==> src/rtl/mem_ctrl_pkg.sv <==
// Shared types and defaults for the burst memory controller: FSM states, width defaults,
// and the token that tracks in-flight read beats.
package mem_ctrl_pkg;

    localparam int unsigned DefDataW = 32;
    localparam int unsigned DefAddrW = 8;
    localparam int unsigned DefLenW  = 3;
    localparam int unsigned DefRdLat = 1;

    typedef enum logic [1:0] {
        StIdle,
        StWrite,
        StRead,
        StDrain
    } state_e;

    typedef struct packed {
        logic valid;
        logic last;
    } rd_tok_t;

endpackage

==> src/rtl/mem_burst_ctrl_if.sv <==
// Request/response and RAM-side signals of the burst controller.
// The slave modport is the controller; the master modport is the requester plus RAM.
interface mem_burst_ctrl_if
    import mem_ctrl_pkg::*;
#(
    parameter int unsigned DATA_W = DefDataW,
    parameter int unsigned ADDR_W = DefAddrW,
    parameter int unsigned LEN_W  = DefLenW
);
    logic              req_valid;
    logic              req_ready;
    logic              req_rw;
    logic [ADDR_W-1:0] req_addr;
    logic [LEN_W-1:0]  req_len;
    logic [DATA_W-1:0] req_wdata;
    logic [DATA_W-1:0] rd_data;
    logic              rd_valid;
    logic              rd_last;
    logic              busy;
    logic [ADDR_W-1:0] ram_addr;
    logic [DATA_W-1:0] ram_din;
    logic [DATA_W-1:0] ram_dout;
    logic              ram_rd_en;
    logic              ram_wr_en;

    modport master (
        output req_valid, req_rw, req_addr, req_len, req_wdata, ram_dout,
        input  req_ready, rd_data, rd_valid, rd_last, busy,
        input  ram_addr, ram_din, ram_rd_en, ram_wr_en
    );

    modport slave (
        input  req_valid, req_rw, req_addr, req_len, req_wdata, ram_dout,
        output req_ready, rd_data, rd_valid, rd_last, busy,
        output ram_addr, ram_din, ram_rd_en, ram_wr_en
    );

endinterface

==> src/rtl/mem_burst_ctrl_rd_lat_pipe.sv <==
// Shift register of read tokens that tracks beats in flight through the RAM.
// Stage 0 lines up with the ram_rd_en cycle; the last stage lines up with valid ram_dout.
module rd_lat_pipe
    import mem_ctrl_pkg::*;
#(
    parameter int unsigned DEPTH = DefRdLat
) (
    input  logic    clk,
    input  logic    reset,
    input  rd_tok_t push,
    output rd_tok_t out,
    output logic    empty
);

    rd_tok_t pipe_q [DEPTH];

    always_ff @(posedge clk or negedge reset) begin
        if (!reset) begin
            for (int i = 0; i < DEPTH; i++) pipe_q[i] <= '0;
        end else begin
            pipe_q[0] <= push;
            for (int i = 1; i < DEPTH; i++) pipe_q[i] <= pipe_q[i-1];
        end
    end

    always_comb begin
        empty = 1'b1;
        for (int i = 0; i < DEPTH; i++) begin
            if (pipe_q[i].valid) empty = 1'b0;
        end
    end

    assign out = pipe_q[DEPTH-1];

endmodule

==> src/rtl/mem_burst_ctrl.sv <==
// Burst memory controller: single-beat writes, up to 2^LEN_W-beat reads, RD_LAT cycles from
// ram_rd_en to rd_valid. Define MEMCTL_WRAP_EN for wrapping (critical-word-first) read bursts.
module mem_burst_ctrl
    import mem_ctrl_pkg::*;
#(
    parameter int unsigned DATA_W = DefDataW,
    parameter int unsigned ADDR_W = DefAddrW,
    parameter int unsigned LEN_W  = DefLenW,
    parameter int unsigned RD_LAT = DefRdLat
) (
    input logic             clk,
    input logic             reset,
    mem_burst_ctrl_if.slave bus
);

    state_e            state_q, state_d;
    logic [LEN_W-1:0]  len_q, len_d;
    logic [LEN_W-1:0]  cnt_q, cnt_d;
    logic [ADDR_W-1:0] ram_addr_q, ram_addr_d;
    logic [DATA_W-1:0] ram_din_q, ram_din_d;
    logic              ram_rd_en_q, ram_rd_en_d;
    logic              ram_wr_en_q, ram_wr_en_d;
    logic              busy_q;
    logic              rd_valid_q, rd_last_q;
    logic [DATA_W-1:0] rd_data_q;
    rd_tok_t           tok, pipe_out;
    logic              pipe_empty;

`ifdef MEMCTL_WRAP_EN
    localparam logic [ADDR_W-1:0] WrapMask = ADDR_W'((1 << LEN_W) - 1);

    function automatic logic [ADDR_W-1:0] next_addr(input logic [ADDR_W-1:0] a);
        return (a & ~WrapMask) | ((a + 1'b1) & WrapMask);
    endfunction
`else
    function automatic logic [ADDR_W-1:0] next_addr(input logic [ADDR_W-1:0] a);
        return a + 1'b1;
    endfunction
`endif

    // RAM strobes and address are registered, so the beat issued in a cycle is decided here
    // one cycle earlier; the token is pushed at the same edge to stay aligned with it.
    always_comb begin
        state_d     = state_q;
        len_d       = len_q;
        cnt_d       = cnt_q;
        ram_addr_d  = ram_addr_q;
        ram_din_d   = ram_din_q;
        ram_rd_en_d = 1'b0;
        ram_wr_en_d = 1'b0;
        tok         = '0;
        unique case (state_q)
            StIdle: begin
                if (bus.req_valid) begin
                    len_d      = bus.req_len;
                    cnt_d      = '0;
                    ram_addr_d = bus.req_addr;
                    if (bus.req_rw) begin
                        state_d     = StWrite;
                        ram_wr_en_d = 1'b1;
                        ram_din_d   = bus.req_wdata;
                    end else begin
                        state_d     = StRead;
                        ram_rd_en_d = 1'b1;
                        tok.valid   = 1'b1;
                        tok.last    = (bus.req_len == '0);
                    end
                end
            end
            StWrite: state_d = StIdle;
            StRead: begin
                if (cnt_q == len_q) begin
                    state_d = StDrain;
                end else begin
                    cnt_d       = cnt_q + 1'b1;
                    ram_addr_d  = next_addr(ram_addr_q);
                    ram_rd_en_d = 1'b1;
                    tok.valid   = 1'b1;
                    tok.last    = (cnt_d == len_q);
                end
            end
            StDrain: begin
                if (pipe_empty) state_d = StIdle;
            end
            default: state_d = StIdle;
        endcase
    end

    always_ff @(posedge clk or negedge reset) begin
        if (!reset) begin
            state_q     <= StIdle;
            len_q       <= '0;
            cnt_q       <= '0;
            ram_addr_q  <= '0;
            ram_din_q   <= '0;
            ram_rd_en_q <= 1'b0;
            ram_wr_en_q <= 1'b0;
            busy_q      <= 1'b0;
            rd_valid_q  <= 1'b0;
            rd_last_q   <= 1'b0;
            rd_data_q   <= '0;
        end else begin
            state_q     <= state_d;
            len_q       <= len_d;
            cnt_q       <= cnt_d;
            ram_addr_q  <= ram_addr_d;
            ram_din_q   <= ram_din_d;
            ram_rd_en_q <= ram_rd_en_d;
            ram_wr_en_q <= ram_wr_en_d;
            busy_q      <= (state_d != StIdle);
            rd_valid_q  <= pipe_out.valid;
            rd_last_q   <= pipe_out.valid & pipe_out.last;
            rd_data_q   <= pipe_out.valid ? bus.ram_dout : '0;
        end
    end

    rd_lat_pipe #(
        .DEPTH(RD_LAT)
    ) u_pipe (
        .clk  (clk),
        .reset(reset),
        .push (tok),
        .out  (pipe_out),
        .empty(pipe_empty)
    );

    assign bus.req_ready = (state_q == StIdle);
    assign bus.busy      = busy_q;
    assign bus.rd_valid  = rd_valid_q;
    assign bus.rd_last   = rd_last_q;
    assign bus.rd_data   = rd_data_q;
    assign bus.ram_addr  = ram_addr_q;
    assign bus.ram_din   = ram_din_q;
    assign bus.ram_rd_en = ram_rd_en_q;
    assign bus.ram_wr_en = ram_wr_en_q;

endmodule
==> src/flat_wrapper.sv <==
// flat-port wrapper written by rule: the top's interface ports become plain ports
module mem_burst_ctrl_flat import mem_ctrl_pkg::*;
#(
    parameter int unsigned DATA_W = DefDataW,
    parameter int unsigned ADDR_W = DefAddrW,
    parameter int unsigned LEN_W  = DefLenW,
    parameter int unsigned RD_LAT = DefRdLat
)
  (clk, reset, bus_req_valid, bus_req_rw, bus_req_addr, bus_req_len, bus_req_wdata, bus_ram_dout, bus_req_ready, bus_rd_data, bus_rd_valid, bus_rd_last, bus_busy, bus_ram_addr, bus_ram_din, bus_ram_rd_en, bus_ram_wr_en);
  mem_burst_ctrl_if #(.DATA_W(DATA_W), .ADDR_W(ADDR_W), .LEN_W(LEN_W)) bus_i ();
  input logic clk;
  input logic reset;
  input wire logic [$bits(bus_i.req_valid)-1:0] bus_req_valid;
  input wire logic [$bits(bus_i.req_rw)-1:0] bus_req_rw;
  input wire logic [$bits(bus_i.req_addr)-1:0] bus_req_addr;
  input wire logic [$bits(bus_i.req_len)-1:0] bus_req_len;
  input wire logic [$bits(bus_i.req_wdata)-1:0] bus_req_wdata;
  input wire logic [$bits(bus_i.ram_dout)-1:0] bus_ram_dout;
  output wire logic [$bits(bus_i.req_ready)-1:0] bus_req_ready;
  output wire logic [$bits(bus_i.rd_data)-1:0] bus_rd_data;
  output wire logic [$bits(bus_i.rd_valid)-1:0] bus_rd_valid;
  output wire logic [$bits(bus_i.rd_last)-1:0] bus_rd_last;
  output wire logic [$bits(bus_i.busy)-1:0] bus_busy;
  output wire logic [$bits(bus_i.ram_addr)-1:0] bus_ram_addr;
  output wire logic [$bits(bus_i.ram_din)-1:0] bus_ram_din;
  output wire logic [$bits(bus_i.ram_rd_en)-1:0] bus_ram_rd_en;
  output wire logic [$bits(bus_i.ram_wr_en)-1:0] bus_ram_wr_en;
  assign bus_i.req_valid = bus_req_valid;
  assign bus_i.req_rw = bus_req_rw;
  assign bus_i.req_addr = bus_req_addr;
  assign bus_i.req_len = bus_req_len;
  assign bus_i.req_wdata = bus_req_wdata;
  assign bus_i.ram_dout = bus_ram_dout;
  assign bus_req_ready = bus_i.req_ready;
  assign bus_rd_data = bus_i.rd_data;
  assign bus_rd_valid = bus_i.rd_valid;
  assign bus_rd_last = bus_i.rd_last;
  assign bus_busy = bus_i.busy;
  assign bus_ram_addr = bus_i.ram_addr;
  assign bus_ram_din = bus_i.ram_din;
  assign bus_ram_rd_en = bus_i.ram_rd_en;
  assign bus_ram_wr_en = bus_i.ram_wr_en;
  mem_burst_ctrl #(.DATA_W(DATA_W), .ADDR_W(ADDR_W), .LEN_W(LEN_W), .RD_LAT(RD_LAT)) u_core (.clk(clk), .reset(reset), .bus(bus_i));
endmodule
==> config.mk <==
export PLATFORM = sky130hd
export DESIGN_NAME = mem_burst_ctrl_flat
export DESIGN_NICKNAME = d
export VERILOG_FILES = /design/src/rtl/mem_ctrl_pkg.sv /design/src/rtl/mem_burst_ctrl_if.sv /design/src/rtl/mem_burst_ctrl_rd_lat_pipe.sv /design/src/rtl/mem_burst_ctrl.sv /design/src/flat_wrapper.sv
export SDC_FILE = /design/constraint.sdc
export NUM_CORES = 1
export LEC_CHECK = 0
export CORE_ASPECT_RATIO = 1.75
export CORE_MARGIN = 4
export CORE_UTILIZATION = 42
export CTS_BUF_LIST = sky130_fd_sc_hd__clkbuf_8
export DETAILED_ROUTE_END_ITERATION = 10
export GPL_ROUTABILITY_DRIVEN = 0
export PLACE_DENSITY = 0.82
export SETUP_SLACK_MARGIN = 0.05
export SLEW_MARGIN = 5
export SYNTH_ARGS = -nofsm -noshare
export SYNTH_HDL_FRONTEND = slang
export SYNTH_HIERARCHICAL = 1
export SYNTH_SLANG_ARGS = --single-unit
==> constraint.sdc <==
create_clock -name clk -period 1.9 [get_ports clk]
set_input_delay 0.38 -clock clk [delete_from_list [all_inputs] [get_ports clk]]
set_output_delay 0.38 -clock clk [all_outputs]
set_load 0.05 [all_outputs]
After elaboration in Yosys (flattened, before gate mapping)
Index checks and enable logic that the tools add are counted.
{"block": "totals", "out_inout_bits": 78, "reg_bits": 87, "elab_cells": 53, "input_bits": 79}
{"block": "op_classes", "add_sub_neg": 2, "mux": 23, "n_reduce_logical": 7, "n_bitwise": 1, "n_eq_ne": 7}
{"op": "2-to-1 mux 32 bit", "n": 1}
{"op": "2-to-1 mux 8 bit", "n": 2}
{"op": "one-hot mux 8 bit (2 select lines)", "n": 1}
{"op": "2-to-1 mux 2 bit", "n": 7}
{"op": "adder 8 x 1 -> 8 bit (second input constant)", "n": 1}
{"op": "one-hot mux 2 bit (4 select lines)", "n": 1}
{"op": "== test 3 bit", "n": 2}
{"op": "2-to-1 mux 1 bit", "n": 6}
{"op": "2-to-1 mux 3 bit", "n": 2}
{"op": "one-hot mux 3 bit (2 select lines)", "n": 1}
{"op": "AND reduction 3 bit", "n": 2}
{"op": "== test 2 bit (second input constant)", "n": 2}
{"op": "inequality test 2 bit (second input constant)", "n": 2}
{"op": "one-hot mux 2 bit (2 select lines)", "n": 1}
{"op": "nonzero test 2 bit", "n": 2}
{"op": "adder 3 x 1 -> 3 bit (second input constant)", "n": 1}
{"op": "zero test 3 bit", "n": 1}
{"op": "== test 2 x 1 -> 1 bit (second input constant)", "n": 1}
{"op": "zero test 2 bit", "n": 1}
{"op": "one-hot mux 1 bit (2 select lines)", "n": 1}
{"op": "AND reduction 2 bit", "n": 1}
{"op": "AND 1 bit", "n": 1}

Logic depth before layout (Yosys ltp)
{"block": "logic_depth", "ltp_word": 4, "mapped_depth": 6, "ltp_nobuf": 4}

Modules after synthesis
Netlist, hierarchy kept.
{"module": "mem_burst_ctrl", "n_inst": 1, "seq_area_each_um2": 2127.0, "cells_each": 239, "area_each_um2": 3276.9}
{"module": "rd_lat_pipe", "n_inst": 1, "seq_area_each_um2": 50.0, "cells_each": 3, "area_each_um2": 53.8}

Worst setup path after synthesis
OpenSTA, ideal clock, no wires.
{"block": "synth_timing", "kind": "register to output", "start": "reg u_core.state_q[0]", "end": "out bus_req_ready", "setup_slack_ns": 0.244, "n_path_buf": 1, "arrival_ns": 1.276, "t_required_ns": 1.520, "path_stages_with_launch": 3, "path_cell_list": "dfrtp_1 > clkbuf_1 > nor2_1"}
{"block": "synth_via", "elab_chain_len": 1}
{"element": "from (decl)", "line_no": "mem_burst_ctrl.sv:16", "rtl": "state_e state_q, state_d;"}
{"element": "from (signal assigned)", "line_no": "mem_burst_ctrl.sv:91", "rtl": "state_q <= StIdle;"}
{"element": "from (signal assigned)", "line_no": "mem_burst_ctrl.sv:103", "rtl": "state_q <= state_d;"}
{"element": "zero test 2 bit", "line_no": "mem_burst_ctrl.sv:127", "rtl": "assign bus.req_ready = (state_q == StIdle);"}
{"element": "to (decl)", "line_no": "flat_wrapper.sv:19", "rtl": "output wire logic [$bits(bus_i.req_ready)-1:0] bus_req_ready;"}
Every way passes these cells.

Worst setup path in the final report
Ends and elaborated chain as after synthesis.

==> metrics.cfg <==
[run_status]
status = finished, final reports clean

[power_and_ir_drop]
vdd_drop_max_mv = 1.00
seq_power_share_pct = 31.6
p_switching_mw = 4.73
power_frac_clock_pct = 14.3
power_density_nw_per_um2 = 1900
pwr-share-comb_pct = 54.0
internal_power_mw = 5.08
cellLeakagePower_nw = 2.44
p_sw_share_pct = 48.2

[timing]
final.setup_skew_ns = 0.00851
min_period_over_period_pct = 90.2
rsz0062_at_grt = false
worstMarginPinSlew_ns = 0.766
maxSlewHeadroom_pct = 48.9
fin_ws_ns = 0.186
fin_crit_ns = 1.71
fmax_ghz = 0.583
setup_violations = 0
timing.hold.ws_ns = 0.0373
slew_viol_final = 0
hold_violations = 0

[synth]
syn_inst = 242
async_reset_ff_share_pct = 100
synth_mux_area_share_pct = 12.4
yosysSeqAreaShare_pct = 65.4
ys_seq_elements = 87
syn_nets = 323
synth_flop_cell = dfrtp_1
synth_area_um2 = 3330
ys_types = 39
synth_edf_count = 0
synth_xor_area_share_pct = 1.31
ys_warn_count = 6
synth_compound_area_share_pct = 6.61
syn_area_per_cell_um2 = 13.8
synth_fa_ha_area_share_pct = 0.751
synth-simple-area-share_pct = 11.4
synth_top_family_by_area = multiplexers

[setup_path]
required_ns = 1.52
critPathMaxFanout = 11
crit_path_end_kind = primary output
slowest_delay_ns = 0.43
crit_chain = buf_4 -> nor2_1 -> buf_12
worst_setup_path_start_kind = flip-flop
cp_top_family = flip-flops
cp.arrival_ns = 1.33
critPathKind = reg2out
cpMaxStageDelayCell = dfrtp_1
path_buf_inv = 2

[layout]
drive_above_1_share_pct = 13.1
layout_common_cells = 87 x dfrtp_1, 77 x clkdlybuf4s50_1, 57 x dlygate4sd2_1
mostFrequentLayoutCell = dfrtp_1
register_area_um2 = 2180
fin_util_pct = 67.1
area_growth_pct = 54.7
nets = 489
fillerInstances = 598
multiInputGateArea_um2 = 1090
antenna_cells = 0

[clock_network]
cts_root_buffer = clkbuf_8
cts_tree = done
hold_buffers = 0
clkTransAtPathRegs_ns = 0.09
cts_buffer_depth = 2
clock-sinks = 87
clk_latency_ns = 0.36
cts_resized = 57
postCtsSetupBuffers = 0
cts_inserted_buffers = 9
cts.htree.levels = 3

[detailed_routing]
drt_iter0_markers = 88
wl_um = 8600
vias = 2510
vias_per_cell = 5.01
wl_per_cell_um = 17.2
ant_nets = 0
drc_errors = 0
dr.pass1.iters = 4

[global_routing]
grt_start_max_net_pins = 88
grt_pass1_vias = 2623
grt-ovfl-total = 0
grt_pass1_wl_um = 13100
antenna_found_initial = 0
track_usage_pct = 18.8

[floorplanning]
fp.dieH_um = 126
initial_core_util_pct = 43.4
die_area_um2 = 9480
num_rows = 42
ios = 157
die_x_um = 75.3
design.core.area_um2 = 7670

[flow_run]
drv_cap = 0

[worst_hold_path]
hp-class = in2async

[placed_design]
dp_worst_setup_slack_ns = -0.0707
port_buffers = 156
hpwl_um = 6490

power by group through the flow:
stage | clock [mW] | sequential (mW) | combinational (mW)
after floorplan | 0 | 5.35 | 1.47
after global placement | 0 | 3.14 | 5.59
after detailed placement | 0 | 3.17 | 5.69
after CTS | 1.45 | 3.11 | 5.35
after global routing | 1.53 | 3.21 | 5.61
final | 1.41 | 3.10 | 5.30
stage by stage:
step           cells  setup TNS, ns  cell area, um2  total power, mW
2_1_floorplan    242              0            3330             6.82
3_3_place_gp     485         -0.586            5000             8.73
3_5_place_dp     485          -1.85            5000             8.86
4_1_cts          501              0            5150             9.92
5_1_grt          501              0            5150             10.4
6_report         501              0            5150             9.81
cells in the mapped netlist (2+ instances only):
cell	count	area share [%]
dfrtp_1	87	65
and2_1	34	6.4
mux2_1	32	11
nor2_1	9	1.0
nand2_1	6	0.68
a31oi_1	5	0.94
clkbuf_1	5	0.56
nor3_1	5	0.75
a21oi_1	4	0.60
a2bb2oi_1	4	1.1
xnor2_1	4	1.1
and3_1	3	0.56
buf_4	3	0.68
mux2_2	3	1.0
nand2b_1	3	0.56
nand3_1	3	0.45
o21ai_1	3	0.45
a21o_1	2	0.45
buf_2	2	0.30
ha_1	2	0.75
mux2i_1	2	0.60
o21ai_0	2	0.30
o22ai_1	2	0.38
o31ai_1	2	0.45
area by class of cell:
cell class                 count  share of cell area, %
clock buffer                   9                   2.40
clock inverter                 7                   1.85
inverter                       2                  0.146
multi-input combinational    142                   21.2
sequential                    87                   42.3
tap                           88                   2.14
timing repair buffer         166                   30.0
registers in the layout, indices dropped and copies added, names as in the netlist:
signal	count
u_core/bus.rd_data	32
u_core/bus.ram_addr	8
u_core/bus.rd_last	1
u_core/bus.ram_rd_en	1
u_core/bus.busy	1
u_core/bus.ram_din	32
u_core/bus.rd_valid	1
u_core/bus.ram_wr_en	1
u_core/u_pipe/out	2
u_core/state_q	2
u_core/cnt_q	3
u_core/len_q	3
worst register-to-register path: cells and delay by family (launching register included):
| kind | cells | cell delay, ns |
|---|---|---|
| simple gates | 1 | 0.28 |
| compound gates | 3 | 0.74 |
| flops | 1 | 0.54 |
per-layer routing:
metal  vias to the layer above  wire, um  track usage (%)
li1                       1172         -                -
met1                      1218      2780             18.1
met2                        96      4920             34.4
met3                        24       591             5.18
met4                         0       296             9.58
met5                         -         0                0
path summary, 6_finish.rpt:
path                            cells past startpoint                     end  slack, ns            startpoint
worst max-delay path                                3           bus_req_ready       0.19     u_core/state_q[0]
worst max register to register                      4         u_core/cnt_q[2]       0.26     u_core/state_q[1]
worst min register to register                      1      u_core/bus.rd_last       0.47  u_core/u_pipe/out[0]
worst min-delay path                                2  u_core/bus.rd_data[17]       0.04                 reset
min in group clk                                    1      u_core/bus.rd_last       0.47  u_core/u_pipe/out[0]
max in group asynchronous                           2         u_core/cnt_q[2]       1.51                 reset
kinds of logic after synthesis:
group	count (synthesis)
buffers and inverters	13
flip-flops	87
AND/OR/NAND/NOR	67
XOR/XNOR	5
AO/OA/AOI/OAI	31
adder cells (fa/ha/maj)	2
multiplexers	37
Power figures use the tool's default switching activity.
